### src/rtl/seq_pkg.sv
// Shared definitions for the instruction fetch unit: opcodes, field layout
// and FSM state encoding.
package seq_pkg;

  localparam int INST_W = 20;
  localparam int OP_W   = 4;
  localparam int DEV_W  = 3;
  localparam int ADDR_W = 8;
  localparam int NDEV   = 8;
  localparam int CNT_W  = 8;

  localparam logic [OP_W-1:0] OP_NO = 4'd0;
  localparam logic [OP_W-1:0] OP_CI = 4'd1;
  localparam logic [OP_W-1:0] OP_CR = 4'd2;
  localparam logic [OP_W-1:0] OP_JI = 4'd3;
  localparam logic [OP_W-1:0] OP_JR = 4'd4;
  localparam logic [OP_W-1:0] OP_JZ = 4'd5;

  // Instruction word layout: [19:16] opcode, [15] spare, [14:12] device, [11:0] arg.
  typedef struct packed {
    logic [OP_W-1:0]  op;
    logic             rsv;
    logic [DEV_W-1:0] dev;
    logic [11:0]      arg;
  } inst_t;

  typedef enum logic [2:0] {
    ST_BOOT  = 3'd0,
    ST_IDLE  = 3'd1,
    ST_FETCH = 3'd2,
    ST_ISSUE = 3'd3,
    ST_ERROR = 3'd4
  } fetch_state_e;

  // Only device-touching opcodes can be held back by a busy device.
  function automatic logic is_dev_op(logic [OP_W-1:0] op);
    return (op == OP_CI) || (op == OP_CR);
  endfunction

endpackage

### src/rtl/seq_fetch_if.sv
// Sequencer / program-memory / device-status bundle seen by the fetch unit.
interface seq_fetch_if;
  import seq_pkg::*;

  logic              run;
  logic              step;
  logic [ADDR_W-1:0] next;
  logic              mem_req;
  logic [ADDR_W-1:0] mem_addr;
  logic              mem_ack;
  logic [INST_W-1:0] mem_data;
  logic [NDEV-1:0]   dev_busy;
  logic [INST_W-1:0] inst;
  logic              inst_en;
  logic              halted;
  logic              error;
  logic [CNT_W-1:0]  stall_cnt;

  modport master (
    input  run, step, next, mem_ack, mem_data, dev_busy,
    output mem_req, mem_addr, inst, inst_en, halted, error, stall_cnt
  );

  modport slave (
    output run, step, next, mem_ack, mem_data, dev_busy,
    input  mem_req, mem_addr, inst, inst_en, halted, error, stall_cnt
  );

endinterface

### src/rtl/seq_fetch_timeout.sv
// FETCH-state watchdog: counts enabled cycles, flags the TIMEOUT-th one.
module seq_fetch_timeout
  import seq_pkg::*;
#(
  parameter int unsigned TIMEOUT = 15
) (
  input  logic clk,
  input  logic rst_n,
  input  logic clear,
  input  logic enable,
  output logic expired
);

  localparam logic [CNT_W-1:0] LIMIT = CNT_W'(TIMEOUT - 1);

  logic [CNT_W-1:0] cnt_q, cnt_d;

  // expired is high during the last allowed cycle so the FSM can leave on its edge
  assign expired = enable && (cnt_q == LIMIT);

  always_comb begin
    cnt_d = cnt_q;
    if (clear)                 cnt_d = '0;
    else if (enable && !expired) cnt_d = cnt_q + 8'd1;
  end

  always_ff @(posedge clk or negedge rst_n) begin
    if (!rst_n) cnt_q <= '0;
    else        cnt_q <= cnt_d;
  end

endmodule

### src/rtl/seq_fetch.sv
// Instruction fetch/issue unit: fetches one word per request from program
// memory and hands it to the sequencer, holding CI/CR while their device is busy.
module seq_fetch
  import seq_pkg::*;
#(
  parameter int unsigned TIMEOUT = 15
) (
  input  logic        clk,
  input  logic        rst_n,
  seq_fetch_if.master bus
);

  fetch_state_e      state_q, state_d;
  logic              boot_cnt_q, boot_cnt_d;
  logic              mem_req_q, mem_req_d;
  logic [ADDR_W-1:0] mem_addr_q, mem_addr_d;
  inst_t             inst_q, inst_d;
  logic              step_pend_q, step_pend_d;
  logic [CNT_W-1:0]  stall_cnt_q, stall_cnt_d;

  logic go;
  logic stall;
  logic to_en;
  logic to_expired;

  assign go    = bus.run | step_pend_q;
  assign stall = is_dev_op(inst_q.op) && bus.dev_busy[inst_q.dev];
  assign to_en = (state_q == ST_FETCH);

  seq_fetch_timeout #(.TIMEOUT(TIMEOUT)) u_timeout (
    .clk     (clk),
    .rst_n   (rst_n),
    .clear   (!to_en),
    .enable  (to_en),
    .expired (to_expired)
  );

  // State register
  always_ff @(posedge clk or negedge rst_n) begin
    if (!rst_n) begin
      state_q    <= ST_BOOT;
      boot_cnt_q <= 1'b0;
    end else begin
      state_q    <= state_d;
      boot_cnt_q <= boot_cnt_d;
    end
  end

  // Next-state logic
  always_comb begin
    state_d    = state_q;
    boot_cnt_d = boot_cnt_q;
    case (state_q)
      ST_BOOT: begin
        boot_cnt_d = 1'b1;
        if (boot_cnt_q) state_d = ST_IDLE;
      end
      ST_IDLE:  if (go) state_d = ST_FETCH;
      ST_FETCH: begin
        if (bus.mem_ack)     state_d = ST_ISSUE;
        else if (to_expired) state_d = ST_ERROR;
      end
      ST_ISSUE: if (!stall) state_d = ST_IDLE;
      ST_ERROR: state_d = ST_ERROR;
      default:  state_d = ST_ERROR;
    endcase
  end

  // Datapath registers updated alongside the FSM
  always_comb begin
    mem_req_d   = mem_req_q;
    mem_addr_d  = mem_addr_q;
    inst_d      = inst_q;
    step_pend_d = step_pend_q;
    stall_cnt_d = stall_cnt_q;
    case (state_q)
      ST_IDLE: begin
        if (go) begin
          mem_req_d   = 1'b1;
          mem_addr_d  = bus.next;
          step_pend_d = 1'b0;
        end
      end
      ST_FETCH: begin
        if (bus.mem_ack) begin
          mem_req_d = 1'b0;
          inst_d    = inst_t'(bus.mem_data);
        end else if (to_expired) begin
          mem_req_d = 1'b0;
        end
      end
      ST_ISSUE: begin
        if (stall && (stall_cnt_q != '1)) stall_cnt_d = stall_cnt_q + 8'd1;
      end
      ST_ERROR: mem_req_d = 1'b0;
      default: ;
    endcase
    // a fresh step wins over the clear so a pulse during IDLE->FETCH is not lost
    if (bus.step && (state_q != ST_ERROR)) step_pend_d = 1'b1;
  end

  always_ff @(posedge clk or negedge rst_n) begin
    if (!rst_n) begin
      mem_req_q   <= 1'b0;
      mem_addr_q  <= '0;
      inst_q      <= '0;
      step_pend_q <= 1'b0;
      stall_cnt_q <= '0;
    end else begin
      mem_req_q   <= mem_req_d;
      mem_addr_q  <= mem_addr_d;
      inst_q      <= inst_d;
      step_pend_q <= step_pend_d;
      stall_cnt_q <= stall_cnt_d;
    end
  end

  // Output logic
  always_comb begin
    bus.inst_en = (state_q == ST_ISSUE) && !stall;
    bus.halted  = (state_q == ST_IDLE) && !bus.run && !step_pend_q;
    bus.error   = (state_q == ST_ERROR);
  end

  assign bus.mem_req   = mem_req_q;
  assign bus.mem_addr  = mem_addr_q;
  assign bus.inst      = inst_q;
  assign bus.stall_cnt = stall_cnt_q;

endmodule
### src/flat_wrapper.sv
// flat-port wrapper written by rule: the top's interface ports become plain ports
module seq_fetch_flat import seq_pkg::*;
#(
  parameter int unsigned TIMEOUT = 15
)
  (clk, rst_n, bus_run, bus_step, bus_next, bus_mem_ack, bus_mem_data, bus_dev_busy, bus_mem_req, bus_mem_addr, bus_inst, bus_inst_en, bus_halted, bus_error, bus_stall_cnt);
  seq_fetch_if bus_i ();
  input  logic clk;
  input  logic rst_n;
  input wire logic [$bits(bus_i.run)-1:0] bus_run;
  input wire logic [$bits(bus_i.step)-1:0] bus_step;
  input wire logic [$bits(bus_i.next)-1:0] bus_next;
  input wire logic [$bits(bus_i.mem_ack)-1:0] bus_mem_ack;
  input wire logic [$bits(bus_i.mem_data)-1:0] bus_mem_data;
  input wire logic [$bits(bus_i.dev_busy)-1:0] bus_dev_busy;
  output wire logic [$bits(bus_i.mem_req)-1:0] bus_mem_req;
  output wire logic [$bits(bus_i.mem_addr)-1:0] bus_mem_addr;
  output wire logic [$bits(bus_i.inst)-1:0] bus_inst;
  output wire logic [$bits(bus_i.inst_en)-1:0] bus_inst_en;
  output wire logic [$bits(bus_i.halted)-1:0] bus_halted;
  output wire logic [$bits(bus_i.error)-1:0] bus_error;
  output wire logic [$bits(bus_i.stall_cnt)-1:0] bus_stall_cnt;
  assign bus_i.run = bus_run;
  assign bus_i.step = bus_step;
  assign bus_i.next = bus_next;
  assign bus_i.mem_ack = bus_mem_ack;
  assign bus_i.mem_data = bus_mem_data;
  assign bus_i.dev_busy = bus_dev_busy;
  assign bus_mem_req = bus_i.mem_req;
  assign bus_mem_addr = bus_i.mem_addr;
  assign bus_inst = bus_i.inst;
  assign bus_inst_en = bus_i.inst_en;
  assign bus_halted = bus_i.halted;
  assign bus_error = bus_i.error;
  assign bus_stall_cnt = bus_i.stall_cnt;
  seq_fetch #(.TIMEOUT(TIMEOUT)) u_core (.clk(clk), .rst_n(rst_n), .bus(bus_i));
endmodule
### config.mk
export PLATFORM = sky130hd
export DESIGN_NAME = seq_fetch_flat
export DESIGN_NICKNAME = d
export VERILOG_FILES = /design/src/rtl/seq_pkg.sv /design/src/rtl/seq_fetch_if.sv /design/src/rtl/seq_fetch_timeout.sv /design/src/rtl/seq_fetch.sv /design/src/flat_wrapper.sv
export SDC_FILE = /design/constraint.sdc
export NUM_CORES = 1
export LEC_CHECK = 0
export CAP_MARGIN = 20
export CORE_MARGIN = 3
export CORE_UTILIZATION = 35
export CTS_BUF_LIST = sky130_fd_sc_hd__clkbuf_4
export DETAILED_ROUTE_END_ITERATION = 6
export HOLD_SLACK_MARGIN = 0.08
export PLACE_DENSITY = 0.77
export SLEW_MARGIN = 5
export SYNTH_ARGS = -nofsm -noshare
export SYNTH_HDL_FRONTEND = slang
export SYNTH_SLANG_ARGS = --single-unit
### constraint.sdc
create_clock -name clk -period 2.04 [get_ports clk]
set_clock_uncertainty 0.15 [all_clocks]
set_input_delay 0.51 -clock clk [delete_from_list [all_inputs] [get_ports clk]]
set_output_delay 0.51 -clock clk [all_outputs]
set_load 0.005 [all_outputs]
==> qor.txt <==
=================================================================================
Placed wire-length estimate ........................................      3930 um
Met1 wire length ...................................................      2280 um
Combined area of all synthesized cells .............................     2280 um2
Leakage dissipation ................................................      1.57 nW
Crit path depth ....................................................            6
Initial Utilization ................................................        0.374
CP Class ...........................................................   reg -> out
DIE WIDTH ..........................................................      86.7 um
Peak supply drop ...................................................   0.000602 V
Clock Latency Late Sink ............................................       360 ps
First-pass detailed-route iteration total ..........................            4
Total CTS buffers ..................................................            5
Highest metal layer with signal wires ..............................         met4
Max incr delay on CP ...............................................       470 ps
Fraction of layout instances using a drive strength above 1 ........        0.316
Total number of placement rows .....................................           28
Diodes inserted ....................................................            0
Global placer's final weighted congestion ..........................        0.877
Overall routing resource usage .....................................        0.147
Area enclosed by the die boundary ..................................     7520 um2
Clock period minus final worst setup slack .........................      2430 ps
Critical path data arrival time ....................................      1770 ps
Iter 0 DRT Violations ..............................................           52
First-pass GRT wire length .........................................      8730 um
Largest net degree at the start of global routing ..................           31
Cell Chain, Critical Path .......................................... buf_4 -> mux2i_1 -> nand3_1 -> and4b_2 -> nor2_2 -> buf_2
Post-synthesis sequential element count ............................           50
Wire length reported by the detailed router ........................      5490 um
Most area-hungry cell type in the Yosys netlist .................... sky130_fd_sc_hd__dfrtp_1
Synth-to-layout area growth ........................................        53.8%
Worst hold path depth ..............................................            1
Crit path buffers/inverters ........................................            2
Nets ...............................................................          347
FMAX ...............................................................      412 MHz
Post-route clock period utilization ................................         1.19
Number of cell instances on the worst register-to-register path ....            7
Final-layout fill cell count .......................................          534
Worst slew margin relative to its limit ............................        0.654
Met2 Routed Length .................................................      2710 um
Post-synth EDFFs ...................................................            0
Internal power .....................................................      2.84 mW
Type of element capturing the critical path ........................ primary output
Crit path max-delay cell type ...................................... sky130_fd_sc_hd__dfrtp_2
Worst path top cell family by delay ................................ simple AND/OR/NAND/NOR gates
Number of endpoints with negative hold slack in the final report ...            0
Vias after detailed routing ........................................         1872
Top cell type's share of synthesized area ..........................        0.549
Initial antenna violation count ....................................            0
Setup ws final .....................................................      -385 ps
Min-Delay Path Class ...............................................   reg -> reg
Share of total power consumed by net switching .....................        0.313
Leading post-synthesis cells by cell area .......................... sky130_fd_sc_hd__dfrtp_1, sky130_fd_sc_hd__mux2_2, sky130_fd_sc_hd__nor2_1
Detail-routed net length per standard cell .........................      14.5 um
Ratio of routed vias to standard cells .............................         4.94
CTS clock-pin slew for the worst setup and hold paths ..............       140 ps
CTS sink cnt .......................................................           50
Fraction of synthesis flops using an asynchronous set or reset pin .         1.00
Violations in the final reports .................................... negative setup slack
Dominant synthesized flop cell ..................................... sky130_fd_sc_hd__dfrtp_1
CTS tree ...........................................................          yes
Die outline height .................................................      86.7 um
Post-Syn Nets ......................................................          228
Outcome ............................................................ finished, violations left
Seq pwr share ......................................................        0.386
Remaining DRCs .....................................................            0
Worst slack on hold paths ..........................................       315 ps
NetSw ..............................................................      1.29 mW
Required time of the critical path .................................      1380 ps
Final count of negative-setup-slack endpoints ......................            7
Maximum net fanout on the critical path ............................            6
Worst Tran Pin Value ...............................................       519 ps
Placement-stage cell area ..........................................     3320 um2
Count of cell types in the netlist .................................           43
Library cell with the highest instance count after synthesis ....... sky130_fd_sc_hd__dfrtp_1
Port-buffer cells ..................................................           80
Core Area ..........................................................     6100 um2
Setup repair after global routing missed its margin ................          yes
Kind of start point of the critical path ...........................    flip-flop
Share of total power in the clock network ..........................        0.107
Buffer type at the clock tree root ................................. sky130_fd_sc_hd__clkbuf_4
Sequential-to-total area share from yosys stat .....................        0.549
Total grt overflow .................................................            0
Pins over their slew limit .........................................            0
Routed wl met3 .....................................................       433 um
Total non-filler cell area in the finished layout ..................     3510 um2
Synthesized area per cell ..........................................     12.4 um2
Post-synthesis cell count ..........................................          184
Number of top-level pins ...........................................           81
Level count of the clock H-tree ....................................            2
Number of max-cap violations .......................................            0
Count of warnings emitted by yosys .................................            0
Vias in the first global route .....................................         1911
Remaining antenna violation count ..................................            0
Most frequent cells after synthesis ................................ sky130_fd_sc_hd__dfrtp_1, sky130_fd_sc_hd__mux2_2, sky130_fd_sc_hd__nor2_1, sky130_fd_sc_hd__nand3_1
Combinational power share ..........................................        0.507
Power density of the placed cells ..................................  1180 nW/um2
Number of buffers on the longest clock path ........................            2
=================================================================================
-- timing repair --
item,CTS,global route
buffers inserted,3,12
pin swaps,6,2
endpoints found under the hold margin,20,0
hold buffers,1,0
resized for setup,26,11
endpoints found under the setup margin,15,34
-- sequential cells by signal, indices dropped and copies added, names as in the netlist --
register / count
u_core.boot_cnt_q: 1
u_core.bus.inst: 20
u_core.bus.mem_addr: 8
u_core.bus.mem_req: 1
u_core.bus.stall_cnt: 8
u_core.state_q: 3
u_core.step_pend_q: 1
u_core.u_timeout.cnt_q: 8
-- cell type report --
| type | instances | area [um2] | share of cell area |
|---|---|---|---|
| Clock buffer | 5 | 37.5 | 0.0107 |
| Inverter | 4 | 15.0 | 0.00428 |
| Clock inverter | 3 | 16.3 | 0.00464 |
| Tap cell | 75 | 93.8 | 0.0268 |
| Timing Repair Buffer | 118 | 1090 | 0.312 |
| Multi-Input combinational cell | 124 | 993 | 0.283 |
| Sequential cell | 50 | 1260 | 0.358 |
-- routing by layer --
| layer | GRT usage | up-vias |
|---|---|---|
| met5 | 0 | - |
| met3 | 0.0475 | 7 |
| met1 | 0.175 | 915 |
| met4 | 0.0467 | 0 |
| met2 | 0.251 | 62 |
| li1 | - | 888 |
-- power groups by stage --
stage                     combinational (mW)  sequential, mW  clock (mW)
final                                   2.09            1.60       0.444
after global routing                    2.26            1.65       0.510
after CTS                               1.98            1.60       0.470
after detailed placement                1.99            1.62           0
after global placement                  1.96            1.60           0
after floorplan                        0.813            1.64           0
-- logic make-up after synthesis --
logic type,after synthesis,share of synthesized area
compound gates,20,0.0604
xor+xnor,10,0.0384
fa+ha+maj,3,0.0165
buf+inv,10,0.0242
flops,50,0.549
mux,34,0.170
simple gates,57,0.142
-- cell usage in the layout (no fill, tap or decap), types with 3 or more instances in the layout --
| cell | count |
|---|---|
| sky130_fd_sc_hd__buf_4 | 33 |
| sky130_fd_sc_hd__nand3_1 | 9 |
| sky130_fd_sc_hd__o21ai_0 | 5 |
| sky130_fd_sc_hd__clkdlybuf4s50_1 | 65 |
| sky130_fd_sc_hd__dfrtp_1 | 46 |
| sky130_fd_sc_hd__dlygate4sd2_1 | 9 |
| sky130_fd_sc_hd__buf_2 | 4 |
| sky130_fd_sc_hd__a21oi_1 | 3 |
| sky130_fd_sc_hd__nand4_1 | 3 |
| sky130_fd_sc_hd__clkbuf_4 | 5 |
| sky130_fd_sc_hd__ha_1 | 3 |
| sky130_fd_sc_hd__mux2_2 | 28 |
| sky130_fd_sc_hd__xnor2_1 | 6 |
| sky130_fd_sc_hd__nor3_1 | 4 |
| sky130_fd_sc_hd__nor2_1 | 13 |
| sky130_fd_sc_hd__xor2_1 | 4 |
| sky130_fd_sc_hd__dfrtp_2 | 4 |
| sky130_fd_sc_hd__and3_1 | 4 |
| sky130_fd_sc_hd__nand2_1 | 5 |
| sky130_fd_sc_hd__mux2i_1 | 3 |
-- through the flow --
stage | setup TNS [ps] | power (mW) | cells | utilization | setup WS [ps]
after floorplan | 0 | 2.45 | 184 | - | 0.751
after global placement | -6070 | 3.56 | 355 | 0.545 | -858
after detailed placement | -6040 | 3.61 | 355 | 0.545 | -833
after CTS | -539 | 4.05 | 367 | 0.556 | -435
after global routing | -1680 | 4.42 | 379 | 0.575 | -529
final | -742 | 4.14 | 379 | 0.575 | -385
-- worst reg2reg max path, cell delays in order (launching register included) --
cell,delay [ps]
sky130_fd_sc_hd__dfrtp_2,470
sky130_fd_sc_hd__mux2i_1,140
sky130_fd_sc_hd__a2111oi_2,290
sky130_fd_sc_hd__and4b_2,320
sky130_fd_sc_hd__buf_4,120
sky130_fd_sc_hd__buf_6,120
sky130_fd_sc_hd__and2_4,150
sky130_fd_sc_hd__mux2_1,310
-- worst paths after layout --
path,startpoint,end,slack [ps]
setup / recovery,u_core.bus.inst[14],bus_inst_en,-390
hold / removal,u_core.boot_cnt_q,u_core.boot_cnt_q,310
setup reg to reg,u_core.bus.inst[14],u_core.bus.stall_cnt[1],-130
hold reg to reg,u_core.boot_cnt_q,u_core.boot_cnt_q,310
max in group asynchronous,rst_n,u_core.bus.stall_cnt[6],690
min in group asynchronous,rst_n,u_core.bus.inst[12],490
(Power assumes the default switching activity.)
